`src/rtl/counter_pkg.sv`:
```
// Shared definitions for the counter sequencer: FSM state encoding, default
// parameter values and the command priority encoder.
package counter_pkg;

    // STATE output encoding is exposed on the STATE port, so values are fixed.
    typedef enum logic [1:0] {
        StIdle  = 2'b00,
        StRun   = 2'b01,
        StClear = 2'b10,
        StLoad  = 2'b11
    } state_e;

    // Winning command after priority resolution. DIR is not in this set
    // because it never loses: it is applied alongside whatever wins.
    typedef enum logic [1:0] {
        CmdNone = 2'b00,
        CmdClr  = 2'b01,
        CmdLoad = 2'b10,
        CmdRun  = 2'b11
    } cmd_e;

    localparam int unsigned MODULUS_DEF  = 100;
    localparam int unsigned PRESCALE_DEF = 10;
    localparam int unsigned SYNC_STG_DEF = 2;

    // Command priority ranks, highest first. DIR ranks last but is never dropped.
    localparam int unsigned PRIO_CLR  = 0;
    localparam int unsigned PRIO_LOAD = 1;
    localparam int unsigned PRIO_RUN  = 2;
    localparam int unsigned PRIO_DIR  = 3;

    // Priority encoder: CLR > LOAD > RUN.
    function automatic cmd_e pick_cmd(input logic clr, input logic load, input logic run);
        cmd_e c;
        if (clr) begin
            c = CmdClr;
        end else if (load) begin
            c = CmdLoad;
        end else if (run) begin
            c = CmdRun;
        end else begin
            c = CmdNone;
        end
        return c;
    endfunction

    // Out-of-range preset values clamp to the top terminal count.
    function automatic logic [7:0] sat_load(input logic [7:0] v, input int unsigned modulus);
        logic [7:0] r;
        if ({24'd0, v} >= modulus) begin
            r = 8'(modulus - 1);
        end else begin
            r = v;
        end
        return r;
    endfunction

endpackage

```
`src/rtl/btn_pulse.sv`:
```
// Pushbutton conditioner: SYNC_STG-flop synchroniser followed by a registered
// rising-edge detector. A held button yields a single one-cycle pulse.
// Latency from the raw edge to the pulse is SYNC_STG+1 cycles.
// Ports:
//   CLK   clock
//   RST   asynchronous active-high reset
//   btn   raw, asynchronous button level
//   pulse one-cycle command pulse
module btn_pulse #(
    parameter int unsigned SYNC_STG = 2
) (
    input  logic CLK,
    input  logic RST,
    input  logic btn,
    output logic pulse
);

    logic [SYNC_STG-1:0] sync_q;
    logic                prev_q;
    logic                pulse_q;

    always_ff @(posedge CLK or posedge RST) begin
        if (RST) begin
            sync_q  <= '0;
            prev_q  <= 1'b0;
            pulse_q <= 1'b0;
        end else begin
            sync_q  <= {sync_q[SYNC_STG-2:0], btn};
            prev_q  <= sync_q[SYNC_STG-1];
            pulse_q <= sync_q[SYNC_STG-1] & ~prev_q;
        end
    end

    assign pulse = pulse_q;

endmodule

```
`src/rtl/counter_sequencer.sv`:
```
// Control front-end for the mod-MODULUS up/down counter. Conditions the four
// pushbuttons into one-cycle commands, resolves their priority, runs the
// IDLE/RUN/CLEAR/LOAD state machine, prescales the clock into count-enable
// ticks and flags ticks that wrap the counter.
// Ports:
//   CLK, RST      clock, asynchronous active-high reset
//   BTN_RUN       raw button: toggle run/stop
//   BTN_DIR       raw button: toggle count direction
//   BTN_CLR       raw button: clear counter
//   BTN_LOAD      raw button: load LOAD_VAL into counter
//   LOAD_VAL      preset value, sampled when the LOAD command is taken
//   Q             counter value fed back from the counter
//   CNT_EN        one-cycle count enable to the counter
//   CNT_DIR       count direction, 1 = up
//   CNT_CLR       one-cycle synchronous clear to the counter
//   CNT_LOAD      one-cycle synchronous load to the counter
//   CNT_LOAD_VAL  value to load, valid while CNT_LOAD is high
//   WRAP          high with a CNT_EN that takes the count past a terminal value
//   STATE         current FSM state (00 IDLE, 01 RUN, 10 CLEAR, 11 LOAD)
module counter_sequencer
    import counter_pkg::*;
#(
    parameter int unsigned PRESCALE = PRESCALE_DEF,
    parameter int unsigned MODULUS  = MODULUS_DEF,
    parameter int unsigned SYNC_STG = SYNC_STG_DEF
) (
    input  logic       CLK,
    input  logic       RST,
    input  logic       BTN_RUN,
    input  logic       BTN_DIR,
    input  logic       BTN_CLR,
    input  logic       BTN_LOAD,
    input  logic [7:0] LOAD_VAL,
    input  logic [7:0] Q,
    output logic       CNT_EN,
    output logic       CNT_DIR,
    output logic       CNT_CLR,
    output logic       CNT_LOAD,
    output logic [7:0] CNT_LOAD_VAL,
    output logic       WRAP,
    output logic [1:0] STATE
);

    localparam int unsigned PW         = (PRESCALE > 1) ? $clog2(PRESCALE) : 1;
    localparam logic [PW-1:0] PRESC_LAST = PW'(PRESCALE - 1);
    localparam logic [7:0]    Q_TOP      = 8'(MODULUS - 1);

    // Button conditioning
    logic cmd_run;
    logic cmd_dir;
    logic cmd_clr;
    logic cmd_load;

    btn_pulse #(.SYNC_STG(SYNC_STG)) u_btn_run (
        .CLK   (CLK),
        .RST   (RST),
        .btn   (BTN_RUN),
        .pulse (cmd_run)
    );

    btn_pulse #(.SYNC_STG(SYNC_STG)) u_btn_dir (
        .CLK   (CLK),
        .RST   (RST),
        .btn   (BTN_DIR),
        .pulse (cmd_dir)
    );

    btn_pulse #(.SYNC_STG(SYNC_STG)) u_btn_clr (
        .CLK   (CLK),
        .RST   (RST),
        .btn   (BTN_CLR),
        .pulse (cmd_clr)
    );

    btn_pulse #(.SYNC_STG(SYNC_STG)) u_btn_load (
        .CLK   (CLK),
        .RST   (RST),
        .btn   (BTN_LOAD),
        .pulse (cmd_load)
    );

    // Priority resolution
    cmd_e cmd;

    always_comb begin
        cmd = pick_cmd(cmd_clr, cmd_load, cmd_run);
    end

    // FSM, prescaler and registered command outputs
    state_e        state_q;
    logic          run_flag_q;   // CLEAR/LOAD was entered from RUN
    logic          dir_q;
    logic [PW-1:0] presc_q;
    logic          clr_q;
    logic          load_q;
    logic [7:0]    load_val_q;

    always_ff @(posedge CLK or posedge RST) begin
        if (RST) begin
            state_q    <= StIdle;
            run_flag_q <= 1'b0;
            dir_q      <= 1'b1;
            presc_q    <= '0;
            clr_q      <= 1'b0;
            load_q     <= 1'b0;
            load_val_q <= '0;
        end else begin
            clr_q  <= 1'b0;
            load_q <= 1'b0;

            // DIR never competes; a tick in this cycle still sees the old value.
            if (cmd_dir) begin
                dir_q <= ~dir_q;
            end

            unique case (state_q)
                StIdle, StRun: begin
                    unique case (cmd)
                        CmdClr: begin
                            state_q    <= StClear;
                            run_flag_q <= (state_q == StRun);
                            clr_q      <= 1'b1;
                            presc_q    <= '0;
                        end
                        CmdLoad: begin
                            state_q    <= StLoad;
                            run_flag_q <= (state_q == StRun);
                            load_q     <= 1'b1;
                            load_val_q <= sat_load(LOAD_VAL, MODULUS);
                            presc_q    <= '0;
                        end
                        CmdRun: begin
                            state_q <= (state_q == StRun) ? StIdle : StRun;
                            // Zeroed so the first tick after entering RUN is a full period away.
                            presc_q <= '0;
                        end
                        CmdNone: begin
                            if (state_q == StRun) begin
                                presc_q <= (presc_q == PRESC_LAST) ? '0 : presc_q + PW'(1);
                            end
                        end
                    endcase
                end
                StClear, StLoad: begin
                    state_q <= run_flag_q ? StRun : StIdle;
                    presc_q <= '0;
                end
            endcase
        end
    end

    // Outputs
    assign CNT_EN       = (state_q == StRun) && (presc_q == PRESC_LAST);
    assign CNT_DIR      = dir_q;
    assign CNT_CLR      = clr_q;
    assign CNT_LOAD     = load_q;
    assign CNT_LOAD_VAL = load_val_q;
    assign STATE        = state_q;

    // Q is still the pre-tick value while CNT_EN is high.
    assign WRAP = CNT_EN & ((dir_q & (Q == Q_TOP)) | (~dir_q & (Q == 8'd0)));

endmodule
```
`config.mk`:
```
export PLATFORM = sky130hd
export DESIGN_NAME = counter_sequencer
export DESIGN_NICKNAME = d
export VERILOG_FILES = /design/src/rtl/counter_pkg.sv /design/src/rtl/btn_pulse.sv /design/src/rtl/counter_sequencer.sv
export SDC_FILE = /design/constraint.sdc
export NUM_CORES = 1
export LEC_CHECK = 0
export ABC_AREA = 1
export CORE_MARGIN = 2
export CORE_UTILIZATION = 45
export CTS_CLUSTER_SIZE = 28
export DETAILED_ROUTE_END_ITERATION = 16
export MAX_ROUTING_LAYER = met4
export PLACE_DENSITY = 0.76
export SLEW_MARGIN = 10
export SYNTH_ARGS = -nofsm -noshare
export SYNTH_HDL_FRONTEND = slang
export SYNTH_SLANG_ARGS = --single-unit
```
`constraint.sdc`:
```
create_clock -name CLK -period 3.65 [get_ports CLK]
set_clock_uncertainty 0.1 [all_clocks]
set_input_delay 0.73 -clock CLK [delete_from_list [all_inputs] [get_ports CLK]]
set_output_delay 0.73 -clock CLK [all_outputs]
set_load 0.02 [all_outputs]
```
# ---- After elaboration in Yosys (flattened, before gate mapping)
# Index checks and enable logic that the tools add are counted.
dict set report classes {
  n_addsub 1
  order_cmp 1
  n_eq_ne 10
  n_mux 16
  bitwise_logic 13
  reduce_logical 10
}
# operator n
set ops {}
lappend ops {{case mux 4 bit (2 select lines)} 2}
lappend ops {{== test 2 bit, second input constant} 4}
lappend ops {{== test 8 x 7 -> 1 bit, second input constant} 1}
lappend ops {{greater-or-equal comparator 8 x 7 -> 1 bit, second input constant} 1}
lappend ops {{logical NOT 8 bit} 1}
lappend ops {{2-to-1 mux 4 bit} 2}
lappend ops {{2-to-1 mux 8 bit} 1}
lappend ops {{bitwise AND 1 bit} 7}
lappend ops {{2-to-1 mux 1 bit} 6}
lappend ops {{2-to-1 mux 2 bit} 3}
lappend ops {{case mux 2 bit (3 select lines)} 1}
lappend ops {{OR reduction 2 bit} 3}
lappend ops {{inverter 1 bit} 5}
lappend ops {{adder 4 x 1 -> 4 bit, second input constant} 1}
lappend ops {{== test 2 x 1 -> 1 bit, second input constant} 2}
lappend ops {{== test 4 bit, second input constant} 1}
lappend ops {{logical NOT 2 bit} 2}
lappend ops {{inequality test 4 x 1 -> 1 bit, second input constant} 1}
lappend ops {{case mux 2 bit (2 select lines)} 1}
lappend ops {{AND reduction 2 bit} 2}
lappend ops {{inequality test 3 bit, second input constant} 1}
lappend ops {{OR reduction 3 bit} 1}
lappend ops {{logical AND 1 bit} 1}
lappend ops {{bitwise OR 1 bit} 1}
dict set report word_totals {
  ff_bits 34
  input_bits 22
  output_inout_bits 15
  elab_cells 70
}

# ---- Depth between registers and ports, before layout
# Gate-level depths: netlist of run 1.
dict set report logic_depth {
  ltp_word 7
  depth_mapped 8
  depth_no_buf 8
}

# ---- Modules after synthesis
# Synthesis of run 1 repeated with hierarchy kept, for this count alone.
dict set report unflattened {
  hier_cells 159
  area_unflattened_um2 1502.7
}
# module n_inst cells_per_inst area_each_um2 seq_area_each_um2
set by_module_without_submodules {}
lappend by_module_without_submodules {counter_sequencer 1 131 1047.3 451.7}
lappend by_module_without_submodules {btn_pulse 4 7 113.9 100.1}

# ---- Worst setup path before layout of run 1
# No wires, ideal clock.
dict set report synth_timing {
  path_kind {input-to-output}
  startpoint {in Q[0]}
  endpoint {out WRAP}
  t_arrival_ns 1.143
  required_time_ns 2.820
  setup_slack_ns 1.677
  path_stages 5
  path_buffers 0
  path_cell_list {nor2_1 nand3b_1 o21ai_0 nand2_1 inv_1}
}
dict set report synth_via {
  elab_chain_len 4
  elab_cells_between_ends 6
  classes_between {eq/ne (1); bitwise (4); reduce/logical (1)}
}
# element line
set synth_rtl {}
lappend synth_rtl {{start: declaration} counter_sequencer.sv:34} ;# input logic [7:0] Q,
lappend synth_rtl {{== test 8 x 7 -> 1 bit or logical NOT 8 bit (tied branches)} counter_sequencer.sv:161} ;# assign WRAP = CNT_EN & ((dir_q & (Q == Q_TOP)) | (~dir_q & (Q == 8'd0)));
lappend synth_rtl {{bitwise AND 1 bit} counter_sequencer.sv:161}
lappend synth_rtl {{bitwise OR 1 bit *} counter_sequencer.sv:161}
lappend synth_rtl {{bitwise AND 1 bit *} counter_sequencer.sv:161}
lappend synth_rtl {{end: declaration} counter_sequencer.sv:40} ;# output logic WRAP,
# Every way passes the cells marked *; elsewhere a longest branch is shown, timed or not.

# ---- Final worst setup path of run 1
dict set report layout_timing {
  startpoint {in Q[5]}
  endpoint {out WRAP}
}
# The elaborated chain is that of the path after synthesis.

==> results of run 1 <==
-- metrics by stage --
stage          hold WS (ns)  setup slack (ns)  cell area (um^2)
2_1_floorplan         0.231              1.68              1480
4_1_cts               0.262             0.628              1960
3_5_place_dp          0.235             0.635              1880
3_3_place_gp          0.232             0.710              1880
6_report              0.259             0.635              1960
5_1_grt               0.276             0.571              1960
-- layout make-up --
class                   count  share of cell area
clock buffers               5              0.0191
clock inverters             3              0.0230
inverters                  27              0.0568
multi-input cells          92               0.251
flip-flops and latches     34               0.435
well taps                  44              0.0281
repair buffers             37               0.188
-- power groups by stage --
stage | registers [mW] | clock network [mW] | logic, mW
floorplan | 0.562 | 0 | 0.152
global placement | 0.515 | 0 | 0.336
detailed placement | 0.519 | 0 | 0.345
CTS | 0.514 | 0.288 | 0.350
global route | 0.522 | 0.308 | 0.383
finish | 0.512 | 0.277 | 0.344
-- cell families (layout without fill, tap and decap cells) --
kind of cell             count (synthesis)  in the layout  synth area share
XOR/XNOR                                 2              2            0.0119
adder cells (fa/ha/maj)                  7              7            0.0593
flip-flops                              34             34             0.577
AO/OA/AOI/OAI                            9              9            0.0322
AND/OR/NAND/NOR                         74             74             0.229
buffers and inverters                   29             72            0.0906
-- cells in the mapped netlist, drive strengths merged --
master  instances  area [um^2]
dfrtp          33          826
nand2          32          136
inv            27          111
nor2           25         98.8
nand3          12         65.1
ha              7         87.6
o21ai           7         35.0
buf             2         22.5
or2             2         12.5
a21oi           1         5.00
dfstp           1         26.3
nand3b          1         7.51
nand4           1         6.26
nor3b           1         12.5
o31ai           1         7.51
xnor2           1         8.76
xor2            1         8.76
-- per-layer routing --
layer | part of all wire | track usage | wire, um
met4 | 0.015 | 0.0745 | 40
met5 | 0 | - | 0
met3 | 0.051 | 0.0693 | 135
met1 | 0.40 | 0.178 | 1050
met2 | 0.53 | 0.299 | 1400
-- worst min path at each step --
stage                              startpoint                              to  slack [ns]
4_1_cts         u_btn_run.sync_q[0]$_DFF_PP0_   u_btn_run.sync_q[1]$_DFF_PP0_        0.26
3_3_place_gp   u_btn_load.sync_q[0]$_DFF_PP0_  u_btn_load.sync_q[1]$_DFF_PP0_        0.23
3_5_place_dp    u_btn_run.sync_q[0]$_DFF_PP0_   u_btn_run.sync_q[1]$_DFF_PP0_        0.23
5_1_grt         u_btn_dir.sync_q[0]$_DFF_PP0_   u_btn_dir.sync_q[1]$_DFF_PP0_        0.28
6_report        u_btn_run.sync_q[0]$_DFF_PP0_   u_btn_run.sync_q[1]$_DFF_PP0_        0.26
2_1_floorplan   u_btn_clr.sync_q[0]$_DFF_PP0_   u_btn_clr.sync_q[1]$_DFF_PP0_        0.23
-- flip-flops by register name (all words and copies together), names as in the netlist, 2 cells and up --
| name | cells |
|---|---|
| u_btn_dir.sync_q | 2 |
| presc_q | 4 |
| u_btn_load.sync_q | 2 |
| CNT_LOAD_VAL | 8 |
| u_btn_clr.sync_q | 2 |
| STATE | 2 |
| u_btn_run.sync_q | 2 |
-- worst max-delay path, delay by kind of cell --
family,cells,cell delay (ns)
compound gates,1,0.18
simple gates,2,0.15
buf+inv,3,1.12
==> results.json, run 1 <==
{
  "vias": 1108,
  "finalSetupViolCount": 0,
  "pwr-share-seq": 0.451,
  "tns_ns": 0,
  "startpoint_type": "input port",
  "std_cell_rows": 20,
  "hold_buffers": 0,
  "final_common_cell": "clkdlybuf4s50_1",
  "p_clk_frac": 0.245,
  "fmax_mhz": 332,
  "vias_per_cell": 4.58,
  "cpMostUsedCell": "clkdlybuf4s50_1",
  "synth_cell_types": 22,
  "max-cap-violations": 0,
  "htree_num_levels": 2,
  "reg2reg_slack_ns": 1.95,
  "syn_nets": 184,
  "multiInputGateArea_um2": 492,
  "stdcell_count": 242,
  "status": "finished clean",
  "hpwlAfterDp_um": 1930,
  "p_sw_mw": 0.377,
  "end_kind": "output port",
  "whs_path_depth": 0,
  "grt_util_all_layers": 0.176,
  "grt_max_degree": 19,
  "period_needed_ns": 3.02,
  "crit_chain": "clkdlybuf4s50_1 > nand3_1 > o21ai_0 > nand2_1 > inv_1 > clkdlybuf4s50_1",
  "finalPower_mw": 1.13,
  "clk_pin_slew_ns": 0.11,
  "yosys_warnings": 0,
  "endpoint": "WRAP",
  "rr_worst_depth": 7,
  "remaining_drc_errors": 0,
  "power_leakage_nw": 0.961,
  "cts.sinks": 34,
  "num-nets-final": 226,
  "ys_seq_elements": 34,
  "internal_power_mw": 0.756,
  "switching_share": 0.333,
  "drive_gt1_frac": 0.0859,
  "cp.arrival_ns": 2.19,
  "regArea_um2": 852,
  "coreArea_um2": 3080,
  "antenna_found_initial": 0,
  "final_core_util": 0.637,
  "power_frac_comb": 0.304,
  "cp-startpoint": "Q[5]",
  "start_util": 0.480,
  "worstSetupPathType": "in -> out",
  "dp_cells": 234,
  "cts_setup_buffers": 0,
  "clk_path_buf_depth": 2,
  "grt_pass1_wl_um": 4450,
  "overflow": 0,
  "syn_inst": 155,
  "rsz0062_at_grt": "no",
  "drt_wl_total_um": 2630,
  "ioPinCount": 37,
  "rr_endpoint": "CNT_LOAD_VAL[0]$_DFFE_PP0P_",
  "cts_resized": 0,
  "clk_latency_ns": 0.34,
  "finalHoldViolations": 0,
  "place_congestion": 0.739,
  "die-width_um": 61.3,
  "period_share": 0.826,
  "wl_per_cell_um": 10.9,
  "grt_pass1_vias": 1090,
  "drtIter0Drc": 58,
  "fp.dieH_um": 61.3,
  "die_area_um2": 3760,
  "syn_avg_cell_area_um2": 9.53,
  "r2r-start": "u_btn_run.pulse$_DFF_PP0_",
  "antenna_cells": 0,
  "num-fill-cells": 257,
  "io_buffers": 36,
  "max_stage_delay_ns": 0.60,
  "syn2layout_area_growth_pct": 32.7,
  "worst_slew_pin_slew_ns": 0.641,
  "cts_buffers": 5,
  "power_density_nw_per_um2": 578,
  "root_buffer": "clkbuf_4",
  "crit_fanout": 2,
  "hp-class": "reg -> reg",
  "yosysSeqAreaShare": 0.577,
  "most-common-layout-cells": "clkdlybuf4s50_1 (36), dfrtp_1 (33), nand2_1 (31)",
  "slew_headroom": 0.572,
  "cts_tree": "yes",
  "irDropWorstVdd_uv": 314,
  "drtPass1Iterations": 4,
  "ant_nets": 0,
  "required_ns": 2.82,
  "crit_slowest_cell": "clkdlybuf4s50_1",
  "synth.cell_area_um2": 1480,
  "final_max_slew_viol_count": 0
}
No activity file was read; power rests on OpenSTA's default activity.
==> run 2: changes to the inputs <==
Settings changed: CORE_UTILIZATION 45 to 43.
Clock period 3.65 ns to 2.65 ns, I/O delays scaled along.
==> results.json, run 2 (same netlist as run 1, synthesis figures left out) <==
{
  "place_congestion": 0.842,
  "ioPinCount": 37,
  "finalPower_mw": 1.47,
  "rr_worst_depth": 7,
  "die-width_um": 62.6,
  "finalSetupViolCount": 0,
  "overflow": 0,
  "finalHoldViolations": 0,
  "hp-class": "reg -> reg",
  "cts_setup_buffers": 0,
  "hp-start": "u_btn_run.sync_q[0]$_DFF_PP0_",
  "final_common_cell": "clkdlybuf4s50_1",
  "num-nets-final": 227,
  "reg2reg_slack_ns": 0.95,
  "final_max_slew_viol_count": 0,
  "final_core_util": 0.589,
  "whs_path_depth": 0,
  "r2r-start": "u_btn_run.pulse$_DFF_PP0_",
  "required_ns": 2.02,
  "remaining_drc_errors": 0,
  "root_buffer": "clkbuf_4",
  "fp.dieH_um": 62.6,
  "clk_pin_slew_ns": 0.10,
  "crit_fanout": 5,
  "cts_tree": "yes",
  "power_density_nw_per_um2": 756,
  "vias_per_cell": 4.47,
  "cp.arrival_ns": 1.76,
  "htree_num_levels": 2,
  "antenna_found_initial": 0,
  "worstSetupPathType": "reg -> out",
  "clk_path_buf_depth": 2,
  "largest_reg_flops": 8,
  "cts.sinks": 34,
  "startpoint_type": "flip-flop",
  "power_leakage_nw": 0.987,
  "irDropWorstVdd_uv": 484,
  "regArea_um2": 852,
  "die_area_um2": 3920,
  "drtIter0Drc": 47,
  "hold_buffers": 0,
  "io_buffers": 36,
  "cts_buffers": 5,
  "rr_endpoint": "CNT_LOAD_VAL[0]$_DFFE_PP0P_",
  "end_kind": "output port",
  "num-fill-cells": 309,
  "grt_pass1_wl_um": 4590,
  "drtPass1Iterations": 4,
  "fmax_mhz": 419,
  "rsz0062_at_grt": "no",
  "coreArea_um2": 3310,
  "vias": 1096,
  "status": "finished clean",
  "period_needed_ns": 2.39,
  "tns_ns": 0,
  "hpwlAfterDp_um": 1950,
  "wl_per_cell_um": 10.1,
  "grt_max_degree": 31,
  "most-common-layout-cells": "clkdlybuf4s50_1 (34), dfrtp_1 (33), nand2_1 (31)",
  "ant_nets": 0,
  "grt_util_all_layers": 0.154,
  "hold_path_end": "u_btn_run.sync_q[1]$_DFF_PP0_",
  "start_util": 0.446,
  "grt_pass1_vias": 1084,
  "slew_headroom": 0.750,
  "worst_slew_pin_slew_ns": 0.375,
  "max-cap-violations": 0,
  "clk_latency_ns": 0.33,
  "std_cell_rows": 21,
  "antenna_cells": 0,
  "multiInputGateArea_um2": 492,
  "syn2layout_area_growth_pct": 31.9,
  "drive_gt1_frac": 0.0854,
  "period_share": 0.900,
  "drt_wl_total_um": 2480
}
## run 2: how the worst max path moves through the flow
stage	from	endpoint	slack, ns	cells after the start
2_1_floorplan	STATE[1]$_DFFE_PP0P_	WRAP	0.90	6
3_3_place_gp	Q[5]	WRAP	0.11	6
3_5_place_dp	Q[6]	WRAP	0.05	6
4_1_cts	presc_q[1]$_DFFE_PP0P_	CNT_EN	0.1	7
5_1_grt	presc_q[1]$_DFFE_PP0P_	WRAP	0.13	9
6_report	presc_q[1]$_DFFE_PP0P_	WRAP	0.26	9
## run 2: layer usage
layer	global-route usage	routed length, um	vias to the layer above	part of all wire
met4	0.0500	33	0	0.013
met3	0.0577	129	4	0.052
met5	-	0	-	0
li1	-	-	557	-
met1	0.161	991	512	0.40
met2	0.269	1320	23	0.53
## run 2: final cells by class
type / count / area share
inverter: 27 / 0.0571
clock buffer: 7 / 0.0282
timing repair buffer: 38 / 0.193
multi-input combinational: 92 / 0.252
clock inverter: 1 / 0.00257
sequential: 34 / 0.437
tap: 46 / 0.0295
## run 2: timing repair
item / 4_1_cts / 5_1_grt
resized for setup: 1 / 1
endpoints found under the setup margin: 1 / 1
gates cloned: 0 / 0
## run 2: where the power goes
group | leakage, nW | internal, mW | switching [mW]
Combinational | 0.532 | 0.233 | 0.269
Sequential | 0.420 | 0.619 | 0.0631
Clock | 0.0353 | 0.129 | 0.161
Total | 0.987 | 0.981 | 0.493
## run 2: worst max-delay path: stages (launching register included)
cell	delay [ns]
dfrtp_1	0.44
inv_1	0.08
ha_1	0.15
nand2_1	0.06
nor2_1	0.09
nand2_1	0.09
nor2_1	0.09
nand2_1	0.06
inv_1	0.05
dlygate4sd2_1	0.33
## run 2: metrics by stage
step | hold slack, ns | instance area, um^2 | instances | worst slack, ns
2_1_floorplan | 0.231 | 1480 | 155 | 0.898
5_1_grt | 0.281 | 1950 | 245 | 0.127
6_report | 0.258 | 1950 | 245 | 0.265
3_3_place_gp | 0.233 | 1890 | 237 | 0.108
4_1_cts | 0.259 | 1950 | 245 | 0.0984
3_5_place_dp | 0.237 | 1890 | 237 | 0.0479
